File: config.mk
export PLATFORM = sky130hd
export DESIGN_NAME = pipe_ctrl_unit
export DESIGN_NICKNAME = d
export VERILOG_FILES = /design/src/rtl/pipe_pkg.sv /design/src/rtl/pipe_stage_reg.sv /design/src/rtl/pipe_ctrl_unit.sv
export SDC_FILE = /design/constraint.sdc
export NUM_CORES = 1
export LEC_CHECK = 0
export ABC_AREA = 1
export CAP_MARGIN = 30
export CELL_PAD_IN_SITES_DETAIL_PLACEMENT = 1
export CELL_PAD_IN_SITES_GLOBAL_PLACEMENT = 1
export CORE_MARGIN = 5
export CORE_UTILIZATION = 50
export CTS_CLUSTER_SIZE = 30
export DETAILED_ROUTE_END_ITERATION = 7
export DONT_BUFFER_PORTS = 1
export GPL_ROUTABILITY_DRIVEN = 0
export PLACE_DENSITY = 0.87
export SLEW_MARGIN = 20
export SYNTH_ARGS = -nofsm -noshare
export SYNTH_HDL_FRONTEND = slang
export SYNTH_SLANG_ARGS = --single-unit
File: constraint.sdc
create_clock -name clk -period 11.6 [get_ports clk]
set_clock_uncertainty 0.05 [all_clocks]
set_input_delay 1.16 -clock clk [delete_from_list [all_inputs] [get_ports clk]]
set_output_delay 1.16 -clock clk [all_outputs]
set_load 0.05 [all_outputs]
File: src/rtl/pipe_pkg.sv
// Shared types for the pipeline control unit: stage entry and forward-select encoding.
package pipe_pkg;
  localparam int REG_AW     = 5;
  // Stage entries carry the widest control word any instance may use; the top
  // zero-extends its CTRL_W word into it and unused upper bits are pruned.
  localparam int CTRL_MAX_W = 64;
  localparam int FWD_W      = 3;

  typedef logic [FWD_W-1:0] fwd_sel_t;

  typedef struct packed {
    logic [CTRL_MAX_W-1:0] ctrl;
    logic                  valid;
    logic [REG_AW-1:0]     rd;
    logic [REG_AW-1:0]     rs1;
    logic [REG_AW-1:0]     rs2;
    logic                  use_rs1;
    logic                  use_rs2;
    logic                  is_load;
  } stage_t;
endpackage

File: src/rtl/pipe_stage_reg.sv
// One pipeline stage entry; a bubble load clears it exactly like reset does.
module pipe_stage_reg
  import pipe_pkg::*;
(
  input  logic   clk,
  input  logic   reset,
  input  logic   load_bubble,
  input  stage_t d,
  output stage_t q
);
  always_ff @(posedge clk or posedge reset) begin
    if (reset)            q <= '0;
    else if (load_bubble) q <= '0;
    else                  q <= d;
  end
endmodule

File: src/rtl/pipe_ctrl_unit.sv
// Pipeline control: stage shift register, load-use stall, branch flush,
// EX operand forwarding select and stall/flush event counters.
module pipe_ctrl_unit
  import pipe_pkg::*;
#(
  parameter int CTRL_W  = 16,
  parameter int NSTAGES = 3,
  parameter int RW_BIT  = 0,
  localparam int SEL_W  = $clog2(NSTAGES)
) (
  input  logic                           clk,
  input  logic                           reset,
  input  logic                           id_valid,
  input  logic [CTRL_W-1:0]              id_ctrl,
  input  logic [REG_AW-1:0]              id_rs1,
  input  logic [REG_AW-1:0]              id_rs2,
  input  logic [REG_AW-1:0]              id_rd,
  input  logic                           id_use_rs1,
  input  logic                           id_use_rs2,
  input  logic                           id_is_load,
  input  logic                           ex_branch_taken,
  output logic [NSTAGES-1:0][CTRL_W-1:0] stg_ctrl,
  output logic [NSTAGES-1:0]             stg_valid,
  output logic [NSTAGES-1:0][REG_AW-1:0] stg_rd,
  output logic                           stall_id,
  output logic                           flush_id,
  output logic [SEL_W-1:0]               fwd_a,
  output logic [SEL_W-1:0]               fwd_b,
  output logic [31:0]                    stall_cnt,
  output logic [31:0]                    flush_cnt
);
  stage_t   id_e;
  stage_t   stg_q [NSTAGES];
  stage_t   ex;
  logic     hazard, flush_raw, ex_bubble;
  fwd_sel_t sel_a, sel_b;

  always_comb begin
    id_e                 = '0;
    id_e.ctrl[CTRL_W-1:0] = id_ctrl;
    id_e.valid           = id_valid;
    id_e.rd              = id_rd;
    id_e.rs1             = id_rs1;
    id_e.rs2             = id_rs2;
    id_e.use_rs1         = id_use_rs1;
    id_e.use_rs2         = id_use_rs2;
    id_e.is_load         = id_is_load;
  end

  // stg_q[0] is EX (stage 1), stg_q[NSTAGES-1] is WB.
  for (genvar g = 0; g < NSTAGES; g++) begin : g_stage
    logic unused_bits;
    if (g == 0) begin : g_ex
      pipe_stage_reg u_reg (.clk(clk), .reset(reset), .load_bubble(ex_bubble),
                            .d(id_e), .q(stg_q[g]));
    end else begin : g_tail
      pipe_stage_reg u_reg (.clk(clk), .reset(reset), .load_bubble(1'b0),
                            .d(stg_q[g-1]), .q(stg_q[g]));
    end
    assign stg_ctrl[g]  = stg_q[g].ctrl[CTRL_W-1:0];
    assign stg_valid[g] = stg_q[g].valid;
    assign stg_rd[g]    = stg_q[g].rd;
    assign unused_bits  = ^stg_q[g];
  end

  assign ex = stg_q[0];

  assign hazard = id_valid & ex.valid & ex.is_load & (ex.rd != '0) &
                  ((id_use_rs1 & (id_rs1 == ex.rd)) | (id_use_rs2 & (id_rs2 == ex.rd)));
  assign flush_raw = ex_branch_taken & ex.valid;
  assign ex_bubble = hazard | flush_raw;

  // Flush wins over stall: the instruction being held is on the wrong path anyway.
  assign stall_id = hazard & ~flush_raw & ~reset;
  assign flush_id = flush_raw & ~reset;

  // Walk from WB toward EX so the youngest (lowest-numbered) producer wins.
  always_comb begin
    sel_a = '0;
    sel_b = '0;
    for (int k = NSTAGES - 1; k >= 1; k--) begin
      if (stg_q[k].valid && stg_q[k].ctrl[RW_BIT] && stg_q[k].rd != '0 && ex.valid) begin
        if (ex.use_rs1 && stg_q[k].rd == ex.rs1) sel_a = fwd_sel_t'(k);
        if (ex.use_rs2 && stg_q[k].rd == ex.rs2) sel_b = fwd_sel_t'(k);
      end
    end
  end

  assign fwd_a = reset ? '0 : sel_a[SEL_W-1:0];
  assign fwd_b = reset ? '0 : sel_b[SEL_W-1:0];

  always_ff @(posedge clk or posedge reset) begin
    if (reset) begin
      stall_cnt <= '0;
      flush_cnt <= '0;
    end else begin
      if (stall_id) stall_cnt <= stall_cnt + 32'd1;
      if (flush_id) flush_cnt <= flush_cnt + 32'd1;
    end
  end
endmodule

==> results of run 1 <==
-- state kept, by name (all words and copies together) (netlist names) --
register / cells
flush_cnt: 32
g_stage.g_tail.u_reg.q: 44
stall_cnt: 32
g_stage.g_ex.u_reg.q: 35
-- power by group through the flow --
stage / Sequential [mW] / Clock [mW] / Combinational (mW)
after floorplan: 0.619 / 0 / 0.0716
after global placement: 0.648 / 0 / 0.0521
after detailed placement: 0.651 / 0 / 0.0587
after CTS: 0.642 / 0.546 / 0.0605
after global routing: 0.645 / 0.574 / 0.0681
final: 0.641 / 0.538 / 0.0585
-- kinds of logic after synthesis --
logic type                 after synthesis  share of synthesized area, %
and+or+nand+nor                        473                          29.8
buffers and inverters                  131                          8.80
DFF                                    143                          53.3
xor gates and xnor gates                49                          6.39
adders and majority gates                2                         0.373
AOI/OAI and AO/OA                       14                          1.30
-- through the flow --
stage / area [um2] / hold slack, ns
after global placement: 6760 / 0.632
after detailed placement: 6840 / 0.634
after floorplan: 6710 / 0.305
after global routing: 7420 / 0.641
final: 7420 / 0.604
after CTS: 7420 / 0.620
-- worst max-delay path, stage by stage (launching register included) --
cell     delay [ns]
dfrtp_1        0.67
inv_1          0.18
nand2_1        0.10
nand2_1        0.05
nor2_1         0.13
nand3_1        0.09
nand2_1        0.12
nand3_1        0.12
nor2_4         0.12
buf_4          0.43
-- placed cells by master (no fill, tap or decap), types with 4 or more instances in the layout --
cell type | netlist | routed
buf_4 | 22 | 6
clkbuf_16 | 0 | 17
clkinv_4 | 0 | 4
dfrtp_1 | 143 | 143
inv_1 | 97 | 96
inv_6 | 0 | 5
nand2_1 | 273 | 273
nand3_1 | 37 | 37
nand3b_1 | 10 | 10
nand4_1 | 17 | 17
nor2_1 | 98 | 98
nor3_1 | 24 | 24
o22ai_1 | 4 | 4
xnor2_1 | 17 | 17
xor2_1 | 32 | 32
-- area by class of cell --
class                           instances  area, um2
Clock buffer                           18        439
Clock inverter                         14        146
Fill cell                            1578       5770
Inverter                               99        378
Multi-Input combinational cell        538       2550
Sequential cell                       143       3580
Tap cell                              176        220
Timing Repair Buffer                   10        110
-- layer usage --
metal | up-vias | track usage (%) | routed length [um]
li1 | 2475 | - | -
met1 | 2685 | 27.1 | 6960
met2 | 168 | 43.7 | 9770
met3 | 28 | 8.93 | 1530
met4 | 0 | 7.44 | 379
met5 | - | 0 | 0
-- final timing paths --
check,startpoint,endpoint,cells past startpoint
max,g_stage[0].g_ex.u_reg.q[16]$_DFF_PP0_,stall_id,9
min,reset,g_stage[0].g_ex.u_reg.q[1]$_DFF_PP0_,1
max reg2reg,g_stage[0].g_ex.u_reg.q[18]$_DFF_PP0_,flush_cnt[15]$_DFFE_PP0P_,8
min reg2reg,g_stage[0].g_ex.u_reg.q[22]$_DFF_PP0_,g_stage[1].g_tail.u_reg.q[22]$_DFF_PP0_,0
max in group asynchronous,reset,g_stage[0].g_ex.u_reg.q[6]$_DFF_PP0_,3
min in group clk,g_stage[0].g_ex.u_reg.q[22]$_DFF_PP0_,g_stage[1].g_tail.u_reg.q[22]$_DFF_PP0_,0
==> results.toml, run 1 <==
[critical_path]
r2r_setup_slack_ns = 8.90
path_max_fanout = 33
cp.required_ns = 10.39
start_kind = "register"
crit_type = "reg -> out"
timing.critical_path.to_type = "output port"
arrival_ns = 2.45

[synthesis]
yosys.cell_types.count = 32
syn-cell-area_um2 = 6710
synthTopCellsByCount = "273 x nand2_1, 143 x dfrtp_1, 98 x nor2_1"
synth_fp_nets = 852
synth_seq_cells = 143
syn_inst = 812
synth_edf_count = 0
yosys_warnings = 0
synth_top_area_cell = "dfrtp_1"
synth.area.top_cells = "dfrtp_1 53%, nand2_1 15%, nor2_1 5.5%"
yosysTopAreaCellShare_pct = 53.3
ys_seq_area_share_pct = 53.3
synth_most_common_cell = "nand2_1"
yosys_most_used_dff = "dfrtp_1"
avgSynthCellArea_um2 = 8.27
synth-async-reset-ratio_pct = 100

[grt]
grt-ovfl-total = 0
grt_pass1_vias = 5933
grt.total_usage_pct = 24.4
antenna_found_initial = 0
grt_max_degree = 64
grt_pass1_wl_mm = 30.9

[timing]
fmax_mhz = 273
max_slew_margin_pct = 54.1
fin_crit_sh_pct = 31.6
tightest_slew_ns = 0.688
setup_viol = 0
finalHoldViolCount = 0
timing.final.ws_setup_ns = 7.94
rsz0062_at_grt = "no"
slew_viol_final = 0
fin_setup_tns_ns = 0
min_period_ns = 3.66

[detailed_routing]
num_vias = 5356
routed_wl_mm = 18.6
viasPerCell = 5.37
firstDrtPassIters = 4
drt_drc_violations_left = 0
first_iter_violations = 339
ant_nets = 0
wire_per_inst_um = 18.7

[floorplan]
die_area_um2 = 15800
die_w_um = 126
fp.coreArea_um2 = 13200
initial_utilization_pct = 50.9
std_cell_rows = 42
io_pins = 174
chipHeight_um = 126

[power_and_ir_drop]
p_sw_mw = 0.385
switching_share_pct = 31.1
power.density_nw_per_um2 = 167
cellInternalPower_mw = 0.853
clkPwrFrac_pct = 43.4
vdd.ir_drop.worst_uv = 128
power_mw = 1.24
power_frac_comb_pct = 4.7
leakage_nw = 3.80
seq_power_share_pct = 51.8

[min_path]
worstHoldPathType = "in -> async"

[clocking]
clock_sinks = 143
clockRootBuffer = "clkbuf_16"
post_cts_buffers = 0
clock_latency_ns = 0.42
clock_path_buffers = 2
cts_resized = 0
cts_made_buffers = 17
ctsHoldBuffers = 0
cts_tree = "built"
h-tree-depth = 4
clk_pin_slew_ns = 0.06

[job]
cap_viol_max_count = 0

[placed_design]
place_inst = 966
place_ws_ns = 7.97
place_hpwl_mm = 13.6
port_buffers = 0

[cells_and_area]
diodes = 0
instances_no_fill = 998
fin_nets = 849
final_core_util_pct = 56.3
synthToLayoutAreaGrowth_pct = 10.5
final_layout_size_suffix_gt1_share_pct = 6.81

[run_status]
outcome = "finished clean"
No activity file was read; power rests on OpenSTA's default activity.
==> run 2: changes to the inputs <==
--- a/config.mk
+++ b/config.mk
@@ -10,12 +10,12 @@
 export CELL_PAD_IN_SITES_DETAIL_PLACEMENT = 1
 export CELL_PAD_IN_SITES_GLOBAL_PLACEMENT = 1
 export CORE_MARGIN = 5
-export CORE_UTILIZATION = 50
+export CORE_UTILIZATION = 42
 export CTS_CLUSTER_SIZE = 30
 export DETAILED_ROUTE_END_ITERATION = 7
 export DONT_BUFFER_PORTS = 1
 export GPL_ROUTABILITY_DRIVEN = 0
-export PLACE_DENSITY = 0.87
+export PLACE_DENSITY = 0.78
 export SLEW_MARGIN = 20
 export SYNTH_ARGS = -nofsm -noshare
 export SYNTH_HDL_FRONTEND = slang
==> constraint.sdc (replaced) <==
create_clock -name clk -period 3 [get_ports clk]
set_clock_uncertainty 0.05 [all_clocks]
set_input_delay 0.3 -clock clk [delete_from_list [all_inputs] [get_ports clk]]
set_output_delay 0.3 -clock clk [all_outputs]
set_load 0.05 [all_outputs]
==> run 2 against run 1 <==
Net effect:
- sequential cell count unchanged
- combinational power rose to 6.6 times the previous value
- worst hold slack worse by 0.40 ns
==> results.toml, run 2 (synthesized netlist as in run 1, its figures left out) <==
[run_status]
outcome = "finished clean"

[power_and_ir_drop]
power_frac_comb_pct = 8.0
vdd.ir_drop.worst_uv = 369
power_mw = 4.77
p_sw_mw = 1.53
cellInternalPower_mw = 3.24
seq_power_share_pct = 50.1
switching_share_pct = 32.1
clkPwrFrac_pct = 41.9
leakage_nw = 4.06
power.density_nw_per_um2 = 596

[timing]
rsz0062_at_grt = "no"
timing.final.ws_setup_ns = 0.164
fin_crit_sh_pct = 94.5
max_slew_margin_pct = 44.3
min_period_ns = 2.84
whs_ns = 0.204
tightest_slew_ns = 0.835
slew_viol_final = 0
setup_viol = 0
finalHoldViolCount = 0
fmax_mhz = 353

[grt]
antenna_found_initial = 0
grt_pass1_wl_mm = 31.7
grt.total_usage_pct = 21.7
grt_pass1_vias = 6020
grt-ovfl-total = 0
grt_max_degree = 65

[cells_and_area]
final_core_util_pct = 50.7
reg_top3 = "g_stage.g_tail.u_reg.q x44, g_stage.g_ex.u_reg.q x35"
diodes = 0
nFillCells = 1892
largest_register_ffs = 44
top_register = "g_stage.g_tail.u_reg.q"
instances_no_fill = 1104
final_cell_mix = "273 x nand2_1, 141 x dfrtp_1, 98 x nor2_1"
layout_commonest_cell = "nand2_1"
fin_nets = 915
final_layout_size_suffix_gt1_share_pct = 10.1
synthToLayoutAreaGrowth_pct = 19.2

[floorplan]
fp.coreArea_um2 = 15800
initial_utilization_pct = 42.6
std_cell_rows = 46
die_area_um2 = 18600
die_w_um = 136
chipHeight_um = 136
io_pins = 174

[clocking]
clk_pin_slew_ns = 0.06
cts_tree = "built"
h-tree-depth = 4
clock_sinks = 143
clock_latency_ns = 0.42
clock_path_buffers = 2
clockRootBuffer = "clkbuf_16"
cts_made_buffers = 17

[detailed_routing]
ant_nets = 0
wl_met2_mm = 9.94
drt_drc_violations_left = 0
routed_wl_mm = 19.5
first_iter_violations = 300
highest_layer = "met4"
wl_met1_mm = 7.56
wl_met3_mm = 1.68
viasPerCell = 5.05
firstDrtPassIters = 4
wire_per_inst_um = 17.7
num_vias = 5571

[critical_path]
crit_type = "reg -> out"
timing.critical_path.to_type = "output port"
r2r_end = "stall_cnt[26]$_DFFE_PP0P_"
cp.required_ns = 2.65
r2r_cells = 11
path_max_fanout = 33
r2r_setup_slack_ns = 0.63
regToRegStartpoint = "g_stage[0].g_ex.u_reg.q[15]$_DFF_PP0_"
start_kind = "register"
arrival_ns = 2.49

[placed_design]
place_inst = 1036
port_buffers = 0
place_hpwl_mm = 13.8
place_ws_ns = 0.645

[min_path]
whs_path_depth = 4
worstHoldPathType = "in -> reg"
whs_endpoint = "flush_cnt[1]$_DFFE_PP0P_"
worstHoldStart = "reset"

[job]
cap_viol_max_count = 0
-- run 2: changes by cell type in the layout (fill, tap and decap cells not counted), sizes merged --
cell / before / now
clkinvlp: 1 / 4
clkinv: 6 / 4
buf: 10 / 40
dlygate4sd3: 0 / 36
bufinv: 1 / 0
-- run 2: worst max-delay path by stage --
stage / start / to / slack [ns] / cells after the start
2_1_floorplan: reset / stall_cnt[24]$_DFFE_PP0P_ / -0.37 / 5
3_3_place_gp: g_stage[0].g_ex.u_reg.q[15]$_DFF_PP0_ / stall_id / 0.71 / 9
3_5_place_dp: g_stage[0].g_ex.u_reg.q[14]$_DFF_PP0_ / stall_id / 0.64 / 9
4_1_cts: g_stage[0].g_ex.u_reg.q[14]$_DFF_PP0_ / stall_id / 0.17 / 9
5_1_grt: g_stage[0].g_ex.u_reg.q[16]$_DFF_PP0_ / stall_id / 0.02 / 9
6_report: g_stage[0].g_ex.u_reg.q[15]$_DFF_PP0_ / stall_id / 0.16 / 9
-- run 2: cell type report --
class	instances	area (um2)	area share, %
Inverter	99	377	4.71
Timing Repair Buffer	76	661	8.26
Clock inverter	14	120	1.50
Tap cell	216	270	3.38
Clock buffer	18	429	5.36
Multi-Input combinational cell	538	2560	32.0
Sequential cell	143	3580	44.8
-- run 2: power groups by stage --
stage | logic (mW) | registers, mW | clock network, mW
floorplan | 0.278 | 2.39 | 0
global placement | 0.325 | 2.42 | 0
detailed placement | 0.342 | 2.42 | 0
CTS | 0.382 | 2.39 | 2.04
global route | 0.422 | 2.40 | 2.13
finish | 0.384 | 2.39 | 2.00
-- run 2: through the flow --
step / TNS (ns) / area (um2)
6_report: 0 / 8000
5_1_grt: 0 / 8000
4_1_cts: 0 / 8000
3_5_place_dp: 0 / 7090
3_3_place_gp: 0 / 7090
2_1_floorplan: -11.99 / 6730
-- run 2: layer usage --
metal	vias to the layer above	track usage, %
li1	2617	-
met4	0	6.05
met1	2745	25.0
met2	179	37.1
met3	30	8.99
met5	-	0
-- run 2: what timing repair did --
item | in CTS | in global routing
resized for setup | 0 | 2
setup endpoints to repair | 0 | 1
buffers inserted | 0 | 0
hold endpoints to repair | 51 | 0
hold buffers | 36 | 0
-- run 2: critical path, stage by stage, from the launching register on --
cell,delay [ns]
dfrtp_1,0.69
inv_1,0.20
nand2_1,0.10
nand2_1,0.08
nor2_1,0.11
nand3_1,0.08
nand2_1,0.14
nand3_1,0.13
nor2_4,0.09
buf_4,0.41
==> run 3: changes to the inputs <==
--- a/config.mk
+++ b/config.mk
@@ -7,15 +7,14 @@
 export LEC_CHECK = 0
 export ABC_AREA = 1
 export CAP_MARGIN = 30
-export CELL_PAD_IN_SITES_DETAIL_PLACEMENT = 1
-export CELL_PAD_IN_SITES_GLOBAL_PLACEMENT = 1
 export CORE_MARGIN = 5
-export CORE_UTILIZATION = 42
+export CORE_UTILIZATION = 57
 export CTS_CLUSTER_SIZE = 30
 export DETAILED_ROUTE_END_ITERATION = 7
 export DONT_BUFFER_PORTS = 1
 export GPL_ROUTABILITY_DRIVEN = 0
-export PLACE_DENSITY = 0.78
+export MAX_ROUTING_LAYER = met4
+export PLACE_DENSITY = 0.77
 export SLEW_MARGIN = 20
 export SYNTH_ARGS = -nofsm -noshare
 export SYNTH_HDL_FRONTEND = slang
==> run 3 against run 2 <==
Net effect:
- final cell count decreased by 7.5%
- clock-buffer cell count increased by 2
- combinational power about the same
- clock power increased by 14%
- sequential cell count unchanged
- register-to-register slack got worse by 0.02 ns
- sequential power about the same
- design area decreased by 0.73%
- sequential share of layout area increased by 0.30 points
- critical endpoint unchanged
==> results.toml, run 3 (synthesized netlist as in run 1, its figures left out) <==
[critical_path]
start_kind = "register"
crit_top_cell = "nand2_1"
r2r_end = "stall_cnt[5]$_DFFE_PP0P_"
timing.critical_path.to_type = "output port"
slowest_delay_ns = 0.71
arrival_ns = 2.51
startpoint = "g_stage[0].g_ex.u_reg.q[14]$_DFF_PP0_"
regToRegStartpoint = "g_stage[0].g_ex.u_reg.q[14]$_DFF_PP0_"
cp.required_ns = 2.65
slowest_stage = "dfrtp_1"
path_max_fanout = 33
crit_chain = "inv_1, nand2_1, nand2_1, nor2_1, nand3_1, nand2_1, nand3_1, nor2_4, buf_4"
r2r_setup_slack_ns = 0.61
crit_type = "reg -> out"
r2r_cells = 11

[cells_and_area]
diodes = 0
final_cell_mix = "273 x nand2_1, 143 x dfrtp_1, 98 x nor2_1"
fin_nets = 905
synthToLayoutAreaGrowth_pct = 18.3
instances_no_fill = 1021
layout_commonest_cell = "nand2_1"
largest_register_ffs = 44
multi_input_area_um2 = 2560
top_register = "g_stage.g_tail.u_reg.q"
final_layout_size_suffix_gt1_share_pct = 8.66
reg_top3 = "g_stage.g_tail.u_reg.q x44, g_stage.g_ex.u_reg.q x35"
nFillCells = 791
register_area_um2 = 3580

[timing]
rsz0062_at_grt = "no"
finalHoldViolCount = 0
fin_crit_sh_pct = 95.2
tightest_slew_ns = 0.705
max_slew_margin_pct = 53.0
setup_viol = 0
slew_viol_final = 0
timing.final.ws_setup_ns = 0.144
fmax_mhz = 350
min_period_ns = 2.86
whs_ns = 0.229

[grt]
grt_max_degree = 139
grt_pass1_wl_mm = 28.5
grt-ovfl-total = 0
grt.total_usage_pct = 25.8
antenna_found_initial = 0
grt_pass1_vias = 5615

[placed_design]
place_ws_ns = 0.705
port_buffers = 0
place_inst = 953
place_hpwl_mm = 11.5

[floorplan]
die_w_um = 119
initial_utilization_pct = 58.5
std_cell_rows = 39
chipHeight_um = 119
io_pins = 174
die_area_um2 = 14000
fp.coreArea_um2 = 11500

[clocking]
cts_tree = "built"
clock_latency_ns = 0.42
cts_resized = 0
clock_sinks = 143
clock_path_buffers = 2
clk_pin_slew_ns = 0.06
ctsHoldBuffers = 36
h-tree-depth = 4
post_cts_buffers = 0
clockRootBuffer = "clkbuf_16"
cts_made_buffers = 17

[power_and_ir_drop]
power.density_nw_per_um2 = 636
vdd.ir_drop.worst_uv = 524
leakage_nw = 4.06

[detailed_routing]
routed_wl_mm = 17.1
first_iter_violations = 521
num_vias = 5503
ant_nets = 0
viasPerCell = 5.39
wire_per_inst_um = 16.7
firstDrtPassIters = 5
drt_drc_violations_left = 0

[min_path]
whs_endpoint = "flush_cnt[1]$_DFFE_PP0P_"
whs_path_depth = 4
worstHoldPathType = "in -> reg"
worstHoldStart = "reset"

[job]
cap_viol_max_count = 0

[run_status]
outcome = "finished clean"
==> run 3: per-layer routing <==
layer	GRT usage, %	routed length (um)	up-vias
met1	30.2	6600	2623
met5	-	0	-
met2	41.7	8550	265
met3	8.50	1540	32
met4	9.21	383	0
li1	-	-	2583
==> run 3: final cells by class <==
type / count / share of cell area [%]
tap: 143 / 2.25
sequential: 143 / 45.1
timing repair buffer: 66 / 7.53
inverter: 99 / 4.74
clock buffer: 20 / 5.50
multi-input combinational: 538 / 32.3
clock inverter: 12 / 2.65
==> run 3: power by group <==
| group | internal [mW] | leakage [nW] | switching [mW] |
|---|---|---|---|
| Sequential | 2.03 | 1.82 | 0.360 |
| Clock | 1.48 | 0.309 | 0.796 |
| Combinational | 0.131 | 1.93 | 0.251 |
| Total | 3.64 | 4.06 | 1.41 |
==> run 3: how the worst max path moves through the flow <==
stage,slack (ns),depth (start not counted),endpoint
6_report,0.14,9,stall_id
5_1_grt,0.02,9,stall_id
4_1_cts,0.25,9,stall_id
3_5_place_dp,0.71,9,stall_id
3_3_place_gp,0.80,9,stall_id
2_1_floorplan,-0.37,5,stall_cnt[24]$_DFFE_PP0P_
==> run 3: through the flow <==
stage,cell area [um2],setup TNS [ns],utilization [%],total power [mW]
2_1_floorplan,6730,-11.99,-,2.67
3_3_place_gp,6940,0,60.5,2.74
3_5_place_dp,6940,0,60.5,2.76
4_1_cts,7940,0,69.3,5.08
5_1_grt,7940,0,69.3,5.24
6_report,7940,0,69.3,5.05
==> run 3: worst max-delay path: cells and delay by family, from the launching register on <==
kind          cells  cell delay, ns
simple gates      7            0.76
flops             1            0.71
buf+inv           2            0.59
